**src/rtl/reset_sequencer.sv**
```systemverilog
// Purpose: power-on reset sequencer: holds the PLL in reset, waits for a filtered lock,
//          then releases reset domains one at a time (bit 0 first) and reports RUN.
// Latency: every output is registered; a lock drop seen at PLL_LOCKED reaches the outputs 3 clocks later.
// Backpressure: none; this is a free-running control block with no handshaked interfaces.
//
// Ports:
//   EXT_CLK_50MHz  - single clock
//   ARESET         - asynchronous active-high reset; forces the PLL_HOLD values at once
//   PLL_LOCKED     - PLL lock status, asynchronous, synchronised internally (2 flops)
//   SW_RESET_REQ   - synchronous request for a full re-sequence, highest priority
//   PLL_ARESET     - active-high PLL reset, high only in PLL_HOLD
//   DOMAIN_RESET   - active-high per-domain resets, released in ascending bit order
//   SEQ_DONE       - high only in RUN
//   LOCK_LOSS_CNT  - saturating count of lock losses in RELEASE/RUN
// Optional feature: define RSTSEQ_LOCK_LOSS_CNT_EN to build the lock-loss counter;
// without it LOCK_LOSS_CNT is tied to 0.
module reset_sequencer #(
    parameter int NUM_DOMAINS         = 3,
    parameter int PLL_HOLD_CYCLES     = 127,
    parameter int LOCK_FILTER_CYCLES  = 8,
    parameter int LOCK_TIMEOUT_CYCLES = 4096,
    parameter int STAGE_DELAY_CYCLES  = 16
) (
    input  logic                   EXT_CLK_50MHz,
    input  logic                   ARESET,
    input  logic                   PLL_LOCKED,
    input  logic                   SW_RESET_REQ,
    output logic                   PLL_ARESET,
    output logic [NUM_DOMAINS-1:0] DOMAIN_RESET,
    output logic                   SEQ_DONE,
    output logic [7:0]             LOCK_LOSS_CNT
);

    localparam int HOLD_W = $clog2(PLL_HOLD_CYCLES + 1);
    localparam int FILT_W = $clog2(LOCK_FILTER_CYCLES + 1);
    localparam int TMO_W  = $clog2(LOCK_TIMEOUT_CYCLES + 1);
    localparam int STG_W  = $clog2(NUM_DOMAINS * STAGE_DELAY_CYCLES + 1);

    // Each counter leaves its state on the edge where it would reach its limit,
    // so the state lasts exactly that many clocks.
    localparam logic [HOLD_W-1:0] HOLD_LAST = HOLD_W'(PLL_HOLD_CYCLES - 1);
    localparam logic [TMO_W-1:0]  TMO_LAST  = TMO_W'(LOCK_TIMEOUT_CYCLES - 1);
    localparam logic [STG_W-1:0]  STG_LAST  = STG_W'(NUM_DOMAINS * STAGE_DELAY_CYCLES - 1);
    localparam logic [FILT_W-1:0] FILT_FULL = FILT_W'(LOCK_FILTER_CYCLES);

    typedef enum logic [1:0] {
        ST_PLL_HOLD  = 2'd0,
        ST_WAIT_LOCK = 2'd1,
        ST_RELEASE   = 2'd2,
        ST_RUN       = 2'd3
    } state_t;

    state_t                   state, state_nxt;
    logic                     lock_meta, lock_s;
    logic [FILT_W-1:0]        filt_cnt;
    logic                     lock_ok;
    logic [HOLD_W-1:0]        hold_cnt, hold_nxt;
    logic [TMO_W-1:0]         tmo_cnt, tmo_nxt;
    logic [STG_W-1:0]         stage_cnt, stage_nxt;
    logic                     pll_areset_nxt;
    logic                     seq_done_nxt;
    logic [NUM_DOMAINS-1:0]   dom_nxt;

    // Two-flop synchroniser for the asynchronous lock input.
    always_ff @(posedge EXT_CLK_50MHz or posedge ARESET) begin
        if (ARESET) begin
            lock_meta <= 1'b0;
            lock_s    <= 1'b0;
        end else begin
            lock_meta <= PLL_LOCKED;
            lock_s    <= lock_meta;
        end
    end

    // Lock filter: counts consecutive synchronised-high clocks and saturates.
    // It is held at zero while the PLL is in reset, so every WAIT_LOCK visit
    // starts a fresh qualification of the lock.
    always_ff @(posedge EXT_CLK_50MHz or posedge ARESET) begin
        if (ARESET) begin
            filt_cnt <= '0;
        end else if (state == ST_PLL_HOLD || !lock_s) begin
            filt_cnt <= '0;
        end else if (filt_cnt != FILT_FULL) begin
            filt_cnt <= filt_cnt + FILT_W'(1);
        end
    end

    assign lock_ok = (filt_cnt == FILT_FULL);

    // Next-state logic. Counters default to zero so that every state entry
    // (including a software restart of PLL_HOLD) begins counting from 0.
    always_comb begin
        state_nxt = state;
        hold_nxt  = '0;
        tmo_nxt   = '0;
        stage_nxt = '0;
        if (SW_RESET_REQ) begin
            state_nxt = ST_PLL_HOLD;
        end else begin
            case (state)
                ST_PLL_HOLD: begin
                    if (hold_cnt == HOLD_LAST) state_nxt = ST_WAIT_LOCK;
                    else                       hold_nxt  = hold_cnt + HOLD_W'(1);
                end
                ST_WAIT_LOCK: begin
                    // A qualified lock beats a coincident timeout.
                    if (lock_ok)                  state_nxt = ST_RELEASE;
                    else if (tmo_cnt == TMO_LAST) state_nxt = ST_PLL_HOLD;
                    else                          tmo_nxt   = tmo_cnt + TMO_W'(1);
                end
                ST_RELEASE: begin
                    // Lock loss is acted on from the raw synchronised bit, not the filter.
                    if (!lock_s)                    state_nxt = ST_PLL_HOLD;
                    else if (stage_cnt == STG_LAST) state_nxt = ST_RUN;
                    else                            stage_nxt = stage_cnt + STG_W'(1);
                end
                ST_RUN: begin
                    if (!lock_s) state_nxt = ST_PLL_HOLD;
                end
                default: state_nxt = ST_PLL_HOLD;
            endcase
        end

        // Outputs are decoded from the next state so they change on the same
        // edge as the state itself.
        pll_areset_nxt = (state_nxt == ST_PLL_HOLD);
        seq_done_nxt   = (state_nxt == ST_RUN);
        dom_nxt        = '1;
        if (state_nxt == ST_RUN) begin
            dom_nxt = '0;
        end else if (state_nxt == ST_RELEASE) begin
            for (int i = 0; i < NUM_DOMAINS; i++) begin
                dom_nxt[i] = (stage_nxt < STG_W'((i + 1) * STAGE_DELAY_CYCLES));
            end
        end
    end

    always_ff @(posedge EXT_CLK_50MHz or posedge ARESET) begin
        if (ARESET) begin
            state        <= ST_PLL_HOLD;
            hold_cnt     <= '0;
            tmo_cnt      <= '0;
            stage_cnt    <= '0;
            PLL_ARESET   <= 1'b1;
            DOMAIN_RESET <= '1;
            SEQ_DONE     <= 1'b0;
        end else begin
            state        <= state_nxt;
            hold_cnt     <= hold_nxt;
            tmo_cnt      <= tmo_nxt;
            stage_cnt    <= stage_nxt;
            PLL_ARESET   <= pll_areset_nxt;
            DOMAIN_RESET <= dom_nxt;
            SEQ_DONE     <= seq_done_nxt;
        end
    end

`ifdef RSTSEQ_LOCK_LOSS_CNT_EN
    // A software restart has priority over lock loss and is not counted.
    logic lock_loss;
    assign lock_loss = !SW_RESET_REQ && !lock_s &&
                       (state == ST_RELEASE || state == ST_RUN);

    always_ff @(posedge EXT_CLK_50MHz or posedge ARESET) begin
        if (ARESET) begin
            LOCK_LOSS_CNT <= 8'd0;
        end else if (lock_loss && LOCK_LOSS_CNT != 8'hFF) begin
            LOCK_LOSS_CNT <= LOCK_LOSS_CNT + 8'd1;
        end
    end
`else
    assign LOCK_LOSS_CNT = 8'd0;
`endif

endmodule

```
**config.mk**
```make
export PLATFORM = sky130hd
export DESIGN_NAME = reset_sequencer
export DESIGN_NICKNAME = d
export VERILOG_FILES = /design/src/rtl/reset_sequencer.sv
export SDC_FILE = /design/constraint.sdc
export NUM_CORES = 1
export LEC_CHECK = 0
export CORE_AREA = 2 2 80 82
export DETAILED_ROUTE_END_ITERATION = 10
export DIE_AREA = 0 0 82 84
export REMOVE_ABC_BUFFERS = 1
export SLEW_MARGIN = 0
export SYNTH_ARGS = -nofsm -noshare
export SYNTH_HDL_FRONTEND = slang
export SYNTH_SLANG_ARGS = --single-unit
export TNS_END_PERCENT = 30
```
**constraint.sdc**
```tcl
create_clock -name EXT_CLK_50MHz -period 2.3 [get_ports EXT_CLK_50MHz]
set_clock_uncertainty 0.15 [all_clocks]
set_input_delay 0.345 -clock EXT_CLK_50MHz [delete_from_list [all_inputs] [get_ports EXT_CLK_50MHz]]
set_output_delay 0.345 -clock EXT_CLK_50MHz [all_outputs]
set_load 0.1 [all_outputs]
```
After elaboration in Yosys (flattened, before gate mapping)
Index checks and enable logic that the tools add are counted.
Widths: inputs -> output; s select.
- divide/modulo/power cells: 0
- shifts and indexed selects: 0
- $mul: 0
- $add $sub $neg: 4
- magnitude comparators: 3
- mux-type cells: 23
- reductions and logical operators: 5
- bitwise logic cells: 0
- eq/ne operators: 10
- operators with widths (cell ; count):
    $mux 13 ; 4
    $mux 6 ; 4
    $mux 7 ; 3
    $mux 2 ; 7
    $add 13x1->13 const B ; 1
    $eq 13x12->1 const B ; 1
    $lt 6x6->1 const B ; 2
    $eq 2x2->1 const B ; 4
    $mux 4 ; 2
    $pmux 2 s4 ; 1
    $add 7x1->7 const B ; 1
    $eq 7x7->1 const B ; 1
    $add 6x1->6 const B ; 1
    $eq 6x6->1 const B ; 1
    $lt 6x5->1 const B ; 1
    $mux 3 ; 2
    $add 4x1->4 const B ; 1
    $eq 4x4->1 const B ; 1
    $logic_not 2->1 ; 2
    $ne 4x4->1 const B ; 1
    $eq 2x1->1 const B ; 1
    $reduce_bool 2->1 ; 1
    $logic_not 1->1 ; 1
    $logic_or 1x1->1 ; 1
- logic and storage cells: 55
- bits in read-only memories: 0
- latch bits: 0
- input bits: 4
- flip-flop bits (word level): 39
- RAM bits: 0
- output and inout bits: 13
- memories: 0

Depth between registers and ports, before layout
Gate-level depths: netlist (run 1).
- word-level depth: 8
- gate-level depth with buffers: 7
- gate-level depth less buffers: 6

Least setup slack after synthesis (run 1)
OpenSTA, ideal clock, no wires.
- path kind: register to register
- start: register tmo_cnt[0]
- end: register PLL_ARESET
- data arrival time: 1.621 ns
- clock period less this slack: 1.840 ns
- buffers on the path: 0
- path slack: 0.460 ns
- stages on the path, launching flop included: 6
- setup time: 0.069 ns
- cells stage by stage: dfrtp_1 ha_1 nand3_4 or4_4 o311a_1 o21ai_2
- longest elaborated chain between the ends: 6
- RTL lines (element ; RTL line ; source):
    start, declared ; 58 ; logic [TMO_W-1:0] tmo_cnt, tmo_nxt;
    start signal, assigned ; 150 ; tmo_cnt <= tmo_nxt;
    $eq 13x12->1 ; 108 ; else if (tmo_cnt == TMO_LAST) state_nxt = ST_PLL_HOLD;
    $mux 2 ; 108 ;
    $mux 2 ; 107 ; if (lock_ok) state_nxt = ST_RELEASE;
    $pmux 2 s4 ; 100 ; case (state)
    $mux 2 ; 97 ; if (SW_RESET_REQ) begin
    $logic_not 2->1 ; 126 ; pll_areset_nxt = (state_nxt == ST_PLL_HOLD);
    named net pll_areset_nxt ; 60 ; logic pll_areset_nxt;
    end signal, assigned ; 152 ; PLL_ARESET <= pll_areset_nxt;
    end, declared ; 28 ; output logic PLL_ARESET,
The timed path passes the listed nets, and every way through them passes these cells.
A chain may end at the register's enable or synchronous reset.

Worst setup path after layout (run 1)
Same ends and word-level chain as after synthesis.

==> summary.txt, run 1 <==
Drt wl/cell = 10.46 um
TritonCTS clock tree = done
DP Cell Count = 264
Worst setup margin = 0.3743 ns
PostCTS Resize Cnt = 0
Via Count = 1190
Largest fanout on the critical path = 5
DR pass1 iterations = 4
Register area share after synthesis = 52.97%
Max VDD drop = 0.4198 mV
Num CTS Buffers = 5
Min-delay worst type = register to register
Fill count = 623
Hold Buf Count CTS = 0
Ant diodes = 0
Async SR Flop Fraction = 100.0%
DR vias/cell = 4.375
Leakage = 0.8968 nW
First-pass GRT wire length = 5.147 mm
Initial core utilization = 30.38%
Root Driver = clkbuf_8
Setup crit start kind = register
EDFF count, synth = 0
Post-CTS Setup Bufs = 0
Clk sinks = 39
Die W = 82 um
Place WS = 0.2068 ns
Final setup fails = 0
Max Cap Viol = 0
Post-synthesis register bit count = 39
Top Ports = 17
Most Crowded Layer GR = met2
Multi-input gate area = 799.5 um^2
# DRC = 0
Share of layout cells above drive strength 1 = 12.31%
DR iter-0 viols = 52
Final nets = 204
Largest net degree at the start of global routing = 40
Vias in the first global route = 1153
Crit path DAT = 2.00 ns
Final Hold Vio Count = 0
Detailed placement HPWL = 2.021 mm
Worst Path Required = 2.38 ns
Die footprint = 6888 um^2
Final Slew Violations = 0
FMAX = 519.3 MHz
Met3 usage = 3.247%
Count of cell types in the netlist = 40
Mean Syn Cell Area = 10.35 um^2
Core Util, Final = 34.87%
Die Y = 84 um
Final period utilization = 83.73%
Total track usage = 9.685%
Synth Warn # = 0
Antenna Nets Post-Route = 0
Grt met2 use = 14.86%
Status = finished, final reports clean
Routed Wire Length = 2.846 mm
Core area = 6096 um^2
CTS Buffer Depth = 2
Gpl congestion = 0.7804
Clk pin slew, worst setup/hold paths = 0.08 ns
CP Class = register to register
Area occupied by registers = 980.9 um^2
Unrepaired setup endpoints after global routing = false
Cells after Synth = 179
I/O Buffers = 8
Clk_lat worst skew = 0.29 ns
GRT overflow = 0
Setup TNS = 0 ns
PD cells = 684.2 nW/um^2
Dominant synthesized flop cell = dfrtp_1
Design Power = 1.454 mW
Crit path capture type = register
Row cnt = 29
GR Util met1 = 12.53%
Initial antenna violation count = 0
Mapped Area = 1852 um^2
Syn-to-layout area delta = 14.80%
Tmin final = 1.926 ns
Final non-filler cell total = 272
H-tree depth = 2
-- metal layers --
layer,part of all wire (%),vias to the layer above
met3,3.3,5
met2,48,11
met4,1.8,0
met5,0,-
li1,-,608
met1,47,566
-- power by group --
part	switching (mW)	total, mW	leakage [nW]	internal, mW
combinational	0.0777	0.0885	0.307	0.0108
sequential	0.00580	0.698	0.524	0.692
clock	0.235	0.668	0.0654	0.434
total	0.318	1.45	0.897	1.14
-- placed cells by master, fill, tap and decap left out, types with 2 or more instances in the layout --
cell type / n
xor2_1: 9
xnor2_1: 11
dfrtp_1: 35
bufinv_16: 2
or3_1: 2
ha_1: 6
clkbuf_8: 5
nor2_1: 33
nor3_1: 6
o21ai_0: 3
conb_1: 8
inv_1: 9
buf_4: 7
a21oi_1: 4
clkdlybuf4s50_1: 3
nand2_1: 11
dfstp_2: 4
nand2b_1: 2
nand3_1: 10
and2_1: 2
-- worst max-delay path: stages (launching register included) --
cell     delay (ns)
dfrtp_1        0.40
ha_1           0.24
nand3_4        0.11
or4_4          0.58
o311a_1        0.31
o21ai_2        0.05
-- flip-flops by register name (all words and copies together) (netlist names) --
signal / cells
DOMAIN_RESET: 3
PLL_ARESET: 1
SEQ_DONE: 1
filt_cnt: 4
hold_cnt: 7
lock_meta: 1
lock_s: 1
stage_cnt: 6
state: 2
tmo_cnt: 13
-- layout make-up --
class / instances / share of cell area [%]
Timing Repair Buffer: 10 / 3.885
Clock inverter: 2 / 2.825
Sequential cell: 39 / 46.14
Multi-Input combinational cell: 129 / 37.61
Inverter: 9 / 1.589
Tap cell: 77 / 4.532
Clock buffer: 6 / 3.414
-- worst paths after layout --
check	slack [ns]	cells after the start	from	endpoint
worst min register to register	0.20	0	lock_meta	lock_s
worst max register to register	0.37	5	tmo_cnt[0]	PLL_ARESET
max in group asynchronous	1.33	3	ARESET	PLL_ARESET
worst max-delay path	0.37	5	tmo_cnt[0]	PLL_ARESET
worst min-delay path	0.20	0	lock_meta	lock_s
min in group asynchronous	0.32	3	ARESET	SEQ_DONE
-- Yosys cell counts (3+ instances only) --
cell,n,area share (%)
buf_4,8,3.2
nor3_1,6,1.6
nand3_1,10,2.7
o21ai_0,3,0.81
xor2_1,9,4.3
a21oi_1,4,1.1
dfstp_2,4,5.7
nor2_1,33,6.7
ha_1,6,4.1
inv_1,9,1.8
dfrtp_1,35,47
xnor2_1,11,5.2
nand2_1,11,2.2
-- kinds of logic (layout without fill, tap and decap cells) --
logic type / after synthesis / count (layout) / share of synthesized area (%)
DFF: 39 / 39 / 52.97
buffers and inverters: 18 / 27 / 5.270
adders and majority gates: 6 / 6 / 4.054
other: 1 / 8 / 0.2025
muxes: 1 / 1 / 0.5406
xor gates and xnor gates: 20 / 20 / 9.460
and+or+nand+nor: 79 / 79 / 22.03
AOI/OAI and AO/OA: 15 / 15 / 5.474
-- through the flow --
step                hold slack [ns]  cell area [um^2]
floorplan                    0.1812              1814
global placement             0.1858              1993
detailed placement           0.1871              1993
CTS                          0.2044              2126
global route                 0.2112              2126
finish                       0.2021              2126
No activity file was read; power rests on OpenSTA's default activity.
==> run 2: changes to the inputs <==
clock period = 1.6 ns   (was 2.3 ns; I/O delays follow)
==> run 2 against run 1 <==
Against the previous run:
- the flow now finishes with violations (setup timing)
- maximum frequency rose by 15%
- clock-buffer cell count unchanged
- global-route usage up 1.7 points
- total power is 37% higher
- sequential power is 43% higher
- register-to-register slack got worse by 0.45 ns
- combinational power up 63%
- final cell count grew 11%
- critical endpoint unchanged
- largest power group unchanged
- highest routed layer unchanged
==> summary.txt, run 2 (synthesis results as in run 1) <==
Slowest-stage cell, CP = or4_4
Register-to-register setup slack = -0.08 ns
Fin area = 2471 um^2
Core area = 6096 um^2
FMAX = 596.3 MHz
Top Ports = 17
Row cnt = 29
Metal1 wirelength = 1.523 mm
Die W = 82 um
Max VDD drop = 0.5144 mV
Vias in the first global route = 1358
Initial antenna violation count = 0
Routed Wire Length = 3.326 mm
Met2 Wirelength = 1.651 mm
Drt wl/cell = 10.98 um
Clk pin slew, worst setup/hold paths = 0.08 ns
Largest register FFs = 13
Commonest non-fill, non-tap cell in the layout = dfrtp_1
H-tree depth = 2
DR pass1 iterations = 4
Final setup fails = 12
Final Slew Violations = 0
PD cells = 807.0 nW/um^2
Num CTS Buffers = 5
Status = finished, violations left
Total track usage = 11.38%
Die Y = 84 um
Clk_lat worst skew = 0.29 ns
GRT overflow = 0
DR iter-0 viols = 26
Final period utilization = 104.8%
Worst path cell trace = nand3b_1 -> or4_4 -> o311a_1 -> o21ai_2
CP Class = register to register
Min-delay worst type = input pin to async pin
Root Driver = clkbuf_8
Initial core utilization = 30.38%
Clk sinks = 39
Ant diodes = 0
Detailed placement HPWL = 2.388 mm
I/O Buffers = 8
Via Count = 1354
Largest regs = tmo_cnt x13, hold_cnt x7, stage_cnt x6
Largest register by flop count = tmo_cnt
Largest fanout on the critical path = 4
Dpl cell area = 2301 um^2
Post-CTS Setup Bufs = 0
Gpl congestion = 0.7489
Leakage = 1.089 nW
Most frequent cells in the layout = dfrtp_1, nor2_1, buf_4
Setup crit start kind = register
# DRC = 0
CP peak stage delay = 0.57 ns
Met3 routed WL = 100 um
Uppermost layer routed = met4
Crit path DAT = 1.75 ns
CTS Buffer Depth = 2
Antenna Nets Post-Route = 0
Tmin final = 1.677 ns
Final Hold Vio Count = 0
Final nets = 235
Failing checks = setup timing
Largest net degree at the start of global routing = 40
Share of layout cells above drive strength 1 = 28.76%
Design Power = 1.994 mW
Worst Path Required = 1.68 ns
First-pass GRT wire length = 6.037 mm
Max Cap Viol = 0
Worst setup margin = -0.07693 ns
Syn-to-layout area delta = 33.45%
TritonCTS clock tree = done
DR vias/cell = 4.469
Fill count = 594
Unrepaired setup endpoints after global routing = true
Crit path capture type = register
Die footprint = 6888 um^2
==> run 2: cell count changes in the layout (fill, tap and decap cells not counted), sizes merged <==
cell | before | now
bufinv | 2 | 1
clkinv | 0 | 1
buf | 7 | 38
==> run 2: what timing repair did <==
item	in CTS	in global routing
gates resized for setup	3	9
gates cloned	0	0
pin swaps	2	2
endpoints found under the setup margin	16	26
hold buffers	0	0
==> run 2: final cells by class <==
cell class	instances	area [um^2]	share of cell area (%)
clock inverter	2	35.03	1.418
inverter	9	33.78	1.367
timing repair buffer	41	390.4	15.80
sequential	39	980.9	39.70
tap	77	96.34	3.899
multi-input combinational	129	852.1	34.48
clock buffer	6	82.58	3.342
==> run 2: critical path, delay by kind of cell (launching register included) <==
family | cells | cell delay [ns]
AO/OA/AOI/OAI | 2 | 0.37
AND/OR/NAND/NOR | 2 | 0.72
flip-flops | 1 | 0.37
==> run 2: worst paths after layout <==
path / startpoint / to / depth (start not counted)
hold reg to reg: lock_meta / lock_s / 0
min in group EXT_CLK_50MHz: lock_meta / lock_s / 0
hold / removal: ARESET / SEQ_DONE / 3
setup reg to reg: tmo_cnt[12] / PLL_ARESET / 4
setup / recovery: tmo_cnt[12] / PLL_ARESET / 4
max in group asynchronous: ARESET / PLL_ARESET / 3
==> run 2: routing by layer <==
layer,global-route usage (%),vias up
met3,3.788,7
met2,18.33,11
met4,4.091,0
met1,13.99,663
li1,-,673
met5,0,-
==> run 2: metrics by stage <==
step	hold WS [ns]	std cells	setup TNS [ns]	setup WS [ns]	util, %
2_1_floorplan	0.1214	177	-1.916	-0.2397	-
3_3_place_gp	0.1854	295	-2.554	-0.2269	37.75
3_5_place_dp	0.1911	295	-3.343	-0.3207	37.75
4_1_cts	0.1460	303	-0.5121	-0.08172	39.82
5_1_grt	0.1613	303	-1.324	-0.1353	40.54
6_report	0.1440	303	-0.3453	-0.07693	40.54
==> run 2: power by group <==
part / switching, mW / internal (mW) / leakage [nW]
combinational: 0.118 / 0.0260 / 0.503
clock: 0.345 / 0.505 / 0.0612
sequential: 0.00672 / 0.994 / 0.524
